===== src/rtl/rs_gf_inv_iter_if.sv =====
// Handshake and result bus of the iterative GF(2^M) inverter.
// The requester drives START/DATA_IN; the inverter returns BUSY, DONE, DATA_OUT and ZERO.
interface rs_gf_inv_iter_if #(
   parameter int M = 8
) ();
   logic         START;
   logic [M-1:0] DATA_IN;
   logic         BUSY;
   logic         DONE;
   logic [M-1:0] DATA_OUT;
   logic         ZERO;

   modport master (
      output START, DATA_IN,
      input  BUSY, DONE, DATA_OUT, ZERO
   );

   modport slave (
      input  START, DATA_IN,
      output BUSY, DONE, DATA_OUT, ZERO
   );
endinterface


===== src/rtl/rs_gf_inv_iter.sv =====
// Iterative GF(2^M) multiplicative inverter.
// Computes a^(2^M-2) as the product a^2 * a^4 * ... * a^(2^(M-1)).
// One square and one multiply are performed per cycle, for M-1 cycles.
// A zero operand flows through the same datapath; its result is 0 and ZERO is flagged.
module rs_gf_inv_iter #(
   parameter int         M    = 8,
   parameter logic [M:0] POLY = 9'h187
) (
   input logic              CLK,
   input logic              RESET,
   rs_gf_inv_iter_if.slave  bus
);

   localparam int           CW       = $clog2(M);
   localparam logic [CW-1:0] LAST_CNT = CW'(M - 2);
   localparam logic [M-1:0] ONE      = {{(M-1){1'b0}}, 1'b1};

   typedef enum logic {
      IDLE = 1'b0,
      CALC = 1'b1
   } state_t;

   // Bit-parallel GF(2^M) multiply: shift-and-add with reduction by POLY at each shift.
   function automatic logic [M-1:0] gf_mul(input logic [M-1:0] a, input logic [M-1:0] b);
      logic [M-1:0] p;
      logic [M-1:0] t;
      p = '0;
      t = a;
      for (int i = 0; i < M; i++) begin
         if (b[i]) begin
            p = p ^ t;
         end else begin
            p = p;
         end
         if (t[M-1]) begin
            t = (t << 1) ^ POLY[M-1:0];
         end else begin
            t = t << 1;
         end
      end
      return p;
   endfunction

   state_t        state_r, state_s;
   logic [M-1:0]  sq_r, sq_s;
   logic [M-1:0]  acc_r, acc_s;
   logic [CW-1:0] cnt_r, cnt_s;
   logic          zero_op_r, zero_op_s;
   logic [M-1:0]  data_out_r, data_out_s;
   logic          zero_r, zero_s;
   logic          done_r, done_s;
   logic [M-1:0]  sq_sqr_s;
   logic [M-1:0]  prod_s;

   assign sq_sqr_s = gf_mul(sq_r, sq_r);
   assign prod_s   = gf_mul(acc_r, sq_sqr_s);

   // State and datapath registers; reset clears every register immediately.
   always_ff @(posedge CLK or posedge RESET) begin
      if (RESET) begin
         state_r    <= IDLE;
         sq_r       <= '0;
         acc_r      <= '0;
         cnt_r      <= '0;
         zero_op_r  <= 1'b0;
         data_out_r <= '0;
         zero_r     <= 1'b0;
         done_r     <= 1'b0;
      end else begin
         state_r    <= state_s;
         sq_r       <= sq_s;
         acc_r      <= acc_s;
         cnt_r      <= cnt_s;
         zero_op_r  <= zero_op_s;
         data_out_r <= data_out_s;
         zero_r     <= zero_s;
         done_r     <= done_s;
      end
   end

   // Next-state and next-datapath logic: load on accept, square-and-multiply while calculating.
   always_comb begin
      state_s    = state_r;
      sq_s       = sq_r;
      acc_s      = acc_r;
      cnt_s      = cnt_r;
      zero_op_s  = zero_op_r;
      data_out_s = data_out_r;
      zero_s     = zero_r;
      done_s     = 1'b0;
      case (state_r)
         IDLE: begin
            if (bus.START) begin
               sq_s      = bus.DATA_IN;
               acc_s     = ONE;
               cnt_s     = '0;
               zero_op_s = (bus.DATA_IN == '0);
               state_s   = CALC;
            end else begin
               state_s   = IDLE;
            end
         end
         CALC: begin
            sq_s  = sq_sqr_s;
            acc_s = prod_s;
            cnt_s = cnt_r + CW'(1);
            if (cnt_r == LAST_CNT) begin
               // Final factor a^(2^(M-1)) folded in: publish the result this edge.
               data_out_s = prod_s;
               zero_s     = zero_op_r;
               done_s     = 1'b1;
               state_s    = IDLE;
            end else begin
               state_s    = CALC;
            end
         end
         default: begin
            state_s = IDLE;
         end
      endcase
   end

   assign bus.BUSY     = (state_r == CALC);
   assign bus.DONE     = done_r;
   assign bus.DATA_OUT = data_out_r;
   assign bus.ZERO     = zero_r;

endmodule

===== src/flat_wrapper.sv =====
// flat-port wrapper written by rule: the top's interface ports become plain ports
module rs_gf_inv_iter_flat 
#(
   parameter int         M    = 8,
   parameter logic [M:0] POLY = 9'h187
)
  (CLK, RESET, bus_START, bus_DATA_IN, bus_BUSY, bus_DONE, bus_DATA_OUT, bus_ZERO);
  rs_gf_inv_iter_if #(.M(M)) bus_i ();
  input logic CLK;
  input logic RESET;
  input wire logic [$bits(bus_i.START)-1:0] bus_START;
  input wire logic [$bits(bus_i.DATA_IN)-1:0] bus_DATA_IN;
  output wire logic [$bits(bus_i.BUSY)-1:0] bus_BUSY;
  output wire logic [$bits(bus_i.DONE)-1:0] bus_DONE;
  output wire logic [$bits(bus_i.DATA_OUT)-1:0] bus_DATA_OUT;
  output wire logic [$bits(bus_i.ZERO)-1:0] bus_ZERO;
  assign bus_i.START = bus_START;
  assign bus_i.DATA_IN = bus_DATA_IN;
  assign bus_BUSY = bus_i.BUSY;
  assign bus_DONE = bus_i.DONE;
  assign bus_DATA_OUT = bus_i.DATA_OUT;
  assign bus_ZERO = bus_i.ZERO;
  rs_gf_inv_iter #(.M(M), .POLY(POLY)) u_core (.CLK(CLK), .RESET(RESET), .bus(bus_i));
endmodule

===== config.mk =====
export PLATFORM = sky130hd
export DESIGN_NAME = rs_gf_inv_iter_flat
export DESIGN_NICKNAME = d
export VERILOG_FILES = /design/src/rtl/rs_gf_inv_iter_if.sv /design/src/rtl/rs_gf_inv_iter.sv /design/src/flat_wrapper.sv
export SDC_FILE = /design/constraint.sdc
export NUM_CORES = 1
export LEC_CHECK = 0
export ABC_AREA = 1
export ABC_CLOCK_PERIOD_IN_PS = 3900
export CORE_MARGIN = 4
export CORE_UTILIZATION = 62
export DETAILED_ROUTE_END_ITERATION = 16
export GPL_TIMING_DRIVEN = 0
export PLACE_DENSITY_LB_ADDON = 0.08
export SLEW_MARGIN = 5
export SYNTH_ARGS = -nofsm -noshare
export SYNTH_HDL_FRONTEND = slang
export SYNTH_SLANG_ARGS = --single-unit

===== constraint.sdc =====
create_clock -name CLK -period 3.9 [get_ports CLK]
set_clock_uncertainty 0.2 [all_clocks]
set_input_delay 0.39 -clock CLK [delete_from_list [all_inputs] [get_ports CLK]]
set_output_delay 0.39 -clock CLK [all_outputs]
set_load 0.005 [all_outputs]

# Word level (Yosys, flattened, before mapping)
# Cells that the tools add are included.
dict set report word_totals {
  register_bits 31
  input_bits 11
  output_inout_bits 11
  elab_cells 84
}
dict set report op_classes {
  addsub 1
  eq_ne 2
  muxes 41
  bitwise_logic 29
  reduce_logical 3
}
# cell count
set ops {}
lappend ops {{8-bit 2-to-1 mux} 32}
lappend ops {{8-bit bitwise XOR} 14}
lappend ops {{4-bit inverter} 14}
lappend ops {{8-bit one-hot mux with 2 select lines} 2}
lappend ops {{8-bit logical NOT} 1}
lappend ops {{3-bit one-hot mux with 2 select lines} 1}
lappend ops {{1-bit 2-to-1 mux} 4}
lappend ops {{2-bit AND reduction} 2}
lappend ops {{3-bit by 1-bit adder with 3-bit output, second input constant} 1}
lappend ops {{3-bit equality test, second input constant} 1}
lappend ops {{3-bit 2-to-1 mux} 1}
lappend ops {{2-bit inequality test, second input constant} 1}
lappend ops {{1-bit one-hot mux with 2 select lines} 1}
lappend ops {{1-bit inverter} 1}

# Depth between registers and ports, before layout
dict set report depth {
  depth_word 32
  depth_mapped 30
  ltp_nobuf 28
}

# Worst setup path before layout
# No wires, ideal clock.
dict set report synth_path {
  kind {reg-to-reg}
  start {register u_core.sq_r[0]}
  end {register u_core.acc_r[4]}
  setup_time_ns 0.117
  t_arrival_ns 2.502
  required_ns 3.583
  setup_slack_ns 1.080
  stages_incl_launch_ff 24
  n_path_buf 0
  synth_period_minus_slack_ns 2.820
  cell_sequence {dfrtp_1 -> ha_1 -> inv_1 -> nand2_1 -> nand2_1 -> nand2_1 -> nand2_2 -> nor2_1 -> nand3_1 -> nand2_1 -> nand2_2 -> nand2_4 -> inv_2 -> nand2_1 -> xor2_1 -> or2_1 -> nand2_1 -> nand2_1 -> nand2_1 -> nand3_1 -> nand2_1 -> nand2_1 -> nand3_1 -> nand2_1}
}
dict set report synth_between {
  elab_chain_len 31
  word_cells_on_any_way 41
  cone_classes {mux: 24; bitwise: 17}
}
# item line
set synth_lines {}
lappend synth_lines {{from (decl)} rs_gf_inv_iter.sv:45} ;# logic [M-1:0] sq_r, sq_s;
lappend synth_lines {{from (signal assigned)} rs_gf_inv_iter.sv:71} ;# sq_r <= sq_s;
lappend synth_lines {{8-bit 2-to-1 mux} rs_gf_inv_iter.sv:30} ;# if (b[i]) begin
lappend synth_lines {{8-bit bitwise XOR} rs_gf_inv_iter.sv:31} ;# p = p ^ t;
lappend synth_lines {{8-bit 2-to-1 mux} rs_gf_inv_iter.sv:30}
lappend synth_lines {{8-bit bitwise XOR} rs_gf_inv_iter.sv:31}
lappend synth_lines {{8-bit 2-to-1 mux} rs_gf_inv_iter.sv:30}
lappend synth_lines {{8-bit bitwise XOR} rs_gf_inv_iter.sv:31}
lappend synth_lines {{8-bit 2-to-1 mux} rs_gf_inv_iter.sv:30}
lappend synth_lines {{8-bit bitwise XOR} rs_gf_inv_iter.sv:31}
lappend synth_lines {{(+15 left out)} --}
lappend synth_lines {{8-bit 2-to-1 mux} rs_gf_inv_iter.sv:30}
lappend synth_lines {{8-bit bitwise XOR} rs_gf_inv_iter.sv:31}
lappend synth_lines {{8-bit 2-to-1 mux} rs_gf_inv_iter.sv:30}
lappend synth_lines {{8-bit bitwise XOR} rs_gf_inv_iter.sv:31}
lappend synth_lines {{8-bit 2-to-1 mux} rs_gf_inv_iter.sv:30}
lappend synth_lines {{8-bit bitwise XOR} rs_gf_inv_iter.sv:31}
lappend synth_lines {{8-bit 2-to-1 mux (*)} rs_gf_inv_iter.sv:30}
lappend synth_lines {{8-bit one-hot mux with 2 select lines (*)} rs_gf_inv_iter.sv:91} ;# case (state_r)
lappend synth_lines {{to (signal assigned)} rs_gf_inv_iter.sv:72} ;# acc_r <= acc_s;
lappend synth_lines {{to (decl)} rs_gf_inv_iter.sv:46} ;# logic [M-1:0] acc_r, acc_s;
# Every way passes the cells marked *; elsewhere a longest branch is shown, timed or not.
# A chain may end at the register's enable or synchronous reset.

# Worst setup path in the final report
dict set report layout_path {
  start {register u_core.sq_r[0]}
  end {register u_core.data_out_r[3] (netlist: u_core.bus.DATA_OUT[3])}
}
dict set report layout_between {
  elab_chain_len 30
  word_cells_on_any_way 40
  cone_classes {mux: 23; bitwise: 17}
}
# item line
set layout_lines {}
lappend layout_lines {{8-bit 2-to-1 mux} rs_gf_inv_iter.sv:30}
lappend layout_lines {{8-bit bitwise XOR} rs_gf_inv_iter.sv:31}
lappend layout_lines {{8-bit 2-to-1 mux} rs_gf_inv_iter.sv:30}
lappend layout_lines {{8-bit bitwise XOR} rs_gf_inv_iter.sv:31}
lappend layout_lines {{8-bit 2-to-1 mux} rs_gf_inv_iter.sv:30}
lappend layout_lines {{8-bit bitwise XOR} rs_gf_inv_iter.sv:31}
lappend layout_lines {{8-bit 2-to-1 mux} rs_gf_inv_iter.sv:30}
lappend layout_lines {{8-bit bitwise XOR} rs_gf_inv_iter.sv:31}
lappend layout_lines {{(+14 left out)} --}
lappend layout_lines {{8-bit bitwise XOR} rs_gf_inv_iter.sv:31}
lappend layout_lines {{8-bit 2-to-1 mux} rs_gf_inv_iter.sv:30}
lappend layout_lines {{8-bit bitwise XOR} rs_gf_inv_iter.sv:31}
lappend layout_lines {{8-bit 2-to-1 mux} rs_gf_inv_iter.sv:30}
lappend layout_lines {{8-bit bitwise XOR} rs_gf_inv_iter.sv:31}
lappend layout_lines {{8-bit 2-to-1 mux} rs_gf_inv_iter.sv:30}
lappend layout_lines {{8-bit bitwise XOR} rs_gf_inv_iter.sv:31}
lappend layout_lines {{8-bit 2-to-1 mux (*)} rs_gf_inv_iter.sv:30}
lappend layout_lines {{to (signal assigned)} rs_gf_inv_iter.sv:75} ;# data_out_r <= data_out_s;
lappend layout_lines {{to (decl)} rs_gf_inv_iter.sv:49} ;# logic [M-1:0] data_out_r, data_out_s;
# Marked as above.

==> results.md <==
* Die X at 87.20 um
* DR WL/cell at 13.54 um
* # rows at 28
* Overall die height at approximately 87 um
* Layout overhead on the synthesized area at 9.974%
* Worst hold path class: flop to flop
* H-tree levels at 2
* Yosys top cell area share at 0.2510
* Antenna viol nets, final at 0
* R2r worst-path depth at 24
* HP Start: u_core.bus.DATA_OUT[5]
* Hold path depth at 2
* Worst R2R Start: u_core.sq_r[0]
* Filler Cells Inserted at 525
* Hold_buf cts at 0
* Final nets at between 600 and 700
* Number of flops mapped to enable cells by yosys at 0
* Final setup TNS at 0 ns
* # diodes at 0
* Routed WL at 10220 um
* Largest cells by area after synthesis: nand2_1, dfrtp_1, nand3_1, inv_1, nor2_1
* Run status: finished, final reports clean
* Crit-path cells: ha_1, inv_1, nand2_1, nand2_1, nand2_1, nand3_1, nand2_1, inv_1, nor2_1, nand3_1, nand2_1, nand2_1, nand2_1, inv_1, nand3_1, nand2_1, o21bai_1, nand2_1, inv_1, nand3_1, nand2_1, nand2_1, nand3_1, nand2_1
* Yosys Warn Count at 0
* First-pass GRT wire length at around 18000 um
* Net Count, Synth at 665
* Later-pin clock latency in the skew report at 0.29 ns
* Prevailing post-synth register cell: dfrtp_1
* Ports at 22
* Layout cell share with drive strength beyond 1 at 0.1309
* Worst Path Required at 3.87 ns
* Asr flop ratio synth at 1.000
* Drt pass-1 iters at 8
* Routability cong. at 0.9673
* CP most frequent cell: nand2_1
* Worst rel slew slack at 0.2369
* Final Hold Vio Count at 0
* Core region area at ~6000 um^2
* Drt initial violations at 343
* CTS tree: yes
* CTS buffer count at 5
* Die Area at roughly 7600 um^2
* Yosys reg bits at 31
* Crit path max fanout at 8
* Setup violators final at 0
* Number of vias per cell at 5.555
* Data arrival time of the worst path at 3.30 ns
* Yosys top cell by area: nand2_1
* CTS sink cnt at 31
* Post-synthesis instance total at approximately 650
* Vias in the first global route at 3884
* GRT Total Usage at 0.2933
* Crit end category: flop
* Slew Limit Fails at 0
* Starting density of the core at 0.6491
* Clock Tree Buf Depth at 2
* Critical path's largest stage delay at 0.46 ns
* # DRC at 0
* Initial antenna violation count at 0
* Worst slew pin tran at 1.143 ns
* Crit path launch type: flop
* Period minus WS final at 3.334 ns
* Synthesized area per cell at 5.973 um^2
* Hold Path Sink: u_core.bus.DATA_OUT[5]
* IO buf count at 21
* Setup repair bufs after CTS at 0
* Clock Tree Root: clkbuf_8
* Slowest CP cell: dfrtp_1
* CP Buf/Inv Count at 4
* Max Clock Freq at 0.2999 GHz
* Final Cycle Share at 0.8550
* Largest net degree at the start of global routing at 32
* Post-cts sizing count at 0
* Cell variety after synth at 42
* Congestion Overflow GR at 0
* RSZ-0062 raised after global routing: false
* Clock Pin Slew Worst Setup and Hold Paths at 0.07 ns
* Register area at 775.7 um^2
* Sequential area share after synthesis at 0.1995
* Final core occ at 0.7139
* Multi-input combinational cell area at 2676 um^2
* DP HPWL at approximately 8000 um
* Critical path type: flop to flop
* Via count at 4194
* Synthesized area at 3889 um^2
* Setup slack, reg-to-reg at 0.57 ns
* Reg-to-Reg End: u_core.bus.DATA_OUT[3]
* Delay-heaviest family, CP: simple AND/OR/NAND/NOR gates
* Max_cap viols at 0
-- cells in the final DEF (no fill, tap or decap), types with 5 or more instances in the layout --
master	instances
o221ai_1	7
nand2_4	14
inv_1	67
o21ai_0	7
clkbuf_8	5
inv_2	10
xnor2_1	6
nand2_2	25
nand2_1	260
nand3_1	84
nand4_1	8
nor2_1	46
xor2_1	16
dfrtp_1	31
nand3_2	5
clkdlybuf4s50_1	21
nand3b_1	9
-- kinds of logic after synthesis --
kind of cell / synth area share
buffers and inverters: 0.1123
AND/OR/NAND/NOR: 0.5560
adder cells (fa/ha/maj): 0.009654
XOR/XNOR: 0.06789
AO/OA/AOI/OAI: 0.05470
flip-flops: 0.1995
-- cell type report --
class | instances | share of cell area
multi-input combinational | 522 | 0.6258
sequential | 31 | 0.1814
inverter | 84 | 0.07578
timing repair buffer | 21 | 0.04915
buffer | 14 | 0.02633
tap | 75 | 0.02194
clock buffer | 5 | 0.01609
clock inverter | 3 | 0.003511
-- metrics by stage --
step	hold WS [ns]	cells	area, um^2	worst slack (ns)
floorplan	0.2540	651	3889	1.080
global placement	0.2641	747	4193	0.6423
detailed placement	0.2644	747	4193	0.6096
CTS	0.2906	755	4277	0.5925
global route	0.3106	755	4277	0.2171
finish	0.2874	755	4277	0.5656
-- synth_stat cells, drive strengths merged (2+ instances only) --
master,count
buf,12
nand4,8
o21bai,2
inv,79
or2,4
dfrtp,31
a21oi,2
ha,3
clkinv,5
o211ai,4
o221ai,7
nand3,91
xnor2,6
o21ai,13
nor4,2
clkbuf,2
nor2,48
nand3b,9
nand2,300
xor2,19
-- sequential cells by signal, summed over array words and instances, names as in the netlist --
| signal | count |
|---|---|
| u_core.acc_r | 8 |
| u_core.bus.DATA_OUT | 8 |
| u_core.sq_r | 8 |
| u_core.cnt_r | 3 |
| u_core.bus.BUSY | 1 |
| u_core.bus.DONE | 1 |
| u_core.bus.ZERO | 1 |
| u_core.zero_op_r | 1 |
-- worst reg2reg max path, delay by kind of cell, from the launching register on --
kind | cells | cell delay (ns)
simple gates | 18 | 1.69
flops | 1 | 0.46
fa+ha+maj | 1 | 0.43
buf+inv | 4 | 0.28
compound gates | 1 | 0.18
-- worst max-delay path by stage --
stage	from	to	slack [ns]	depth (start not counted)
2_1_floorplan	u_core.sq_r[0]	u_core.acc_r[4]	1.08	23
3_3_place_gp	u_core.sq_r[0]	u_core.bus.DATA_OUT[3]	0.64	24
3_5_place_dp	u_core.sq_r[0]	u_core.bus.DATA_OUT[3]	0.61	24
4_1_cts	u_core.sq_r[0]	u_core.bus.DATA_OUT[3]	0.59	24
5_1_grt	u_core.sq_r[0]	u_core.bus.DATA_OUT[3]	0.22	24
6_report	u_core.sq_r[0]	u_core.bus.DATA_OUT[3]	0.57	24
-- per-layer routing --
metal,wire [um],GRT usage,part of all wire,vias up
met4,119,0.06416,0.012,0
met1,4577,0.4119,0.45,1926
met3,770,0.04068,0.075,14
met2,4757,0.4810,0.47,153
li1,-,-,-,2101
met5,0,0,0,-
Power is left out: the tool's default activity adds up to more than one toggle a clock period on the data nets, which glitch-free logic cannot reach.
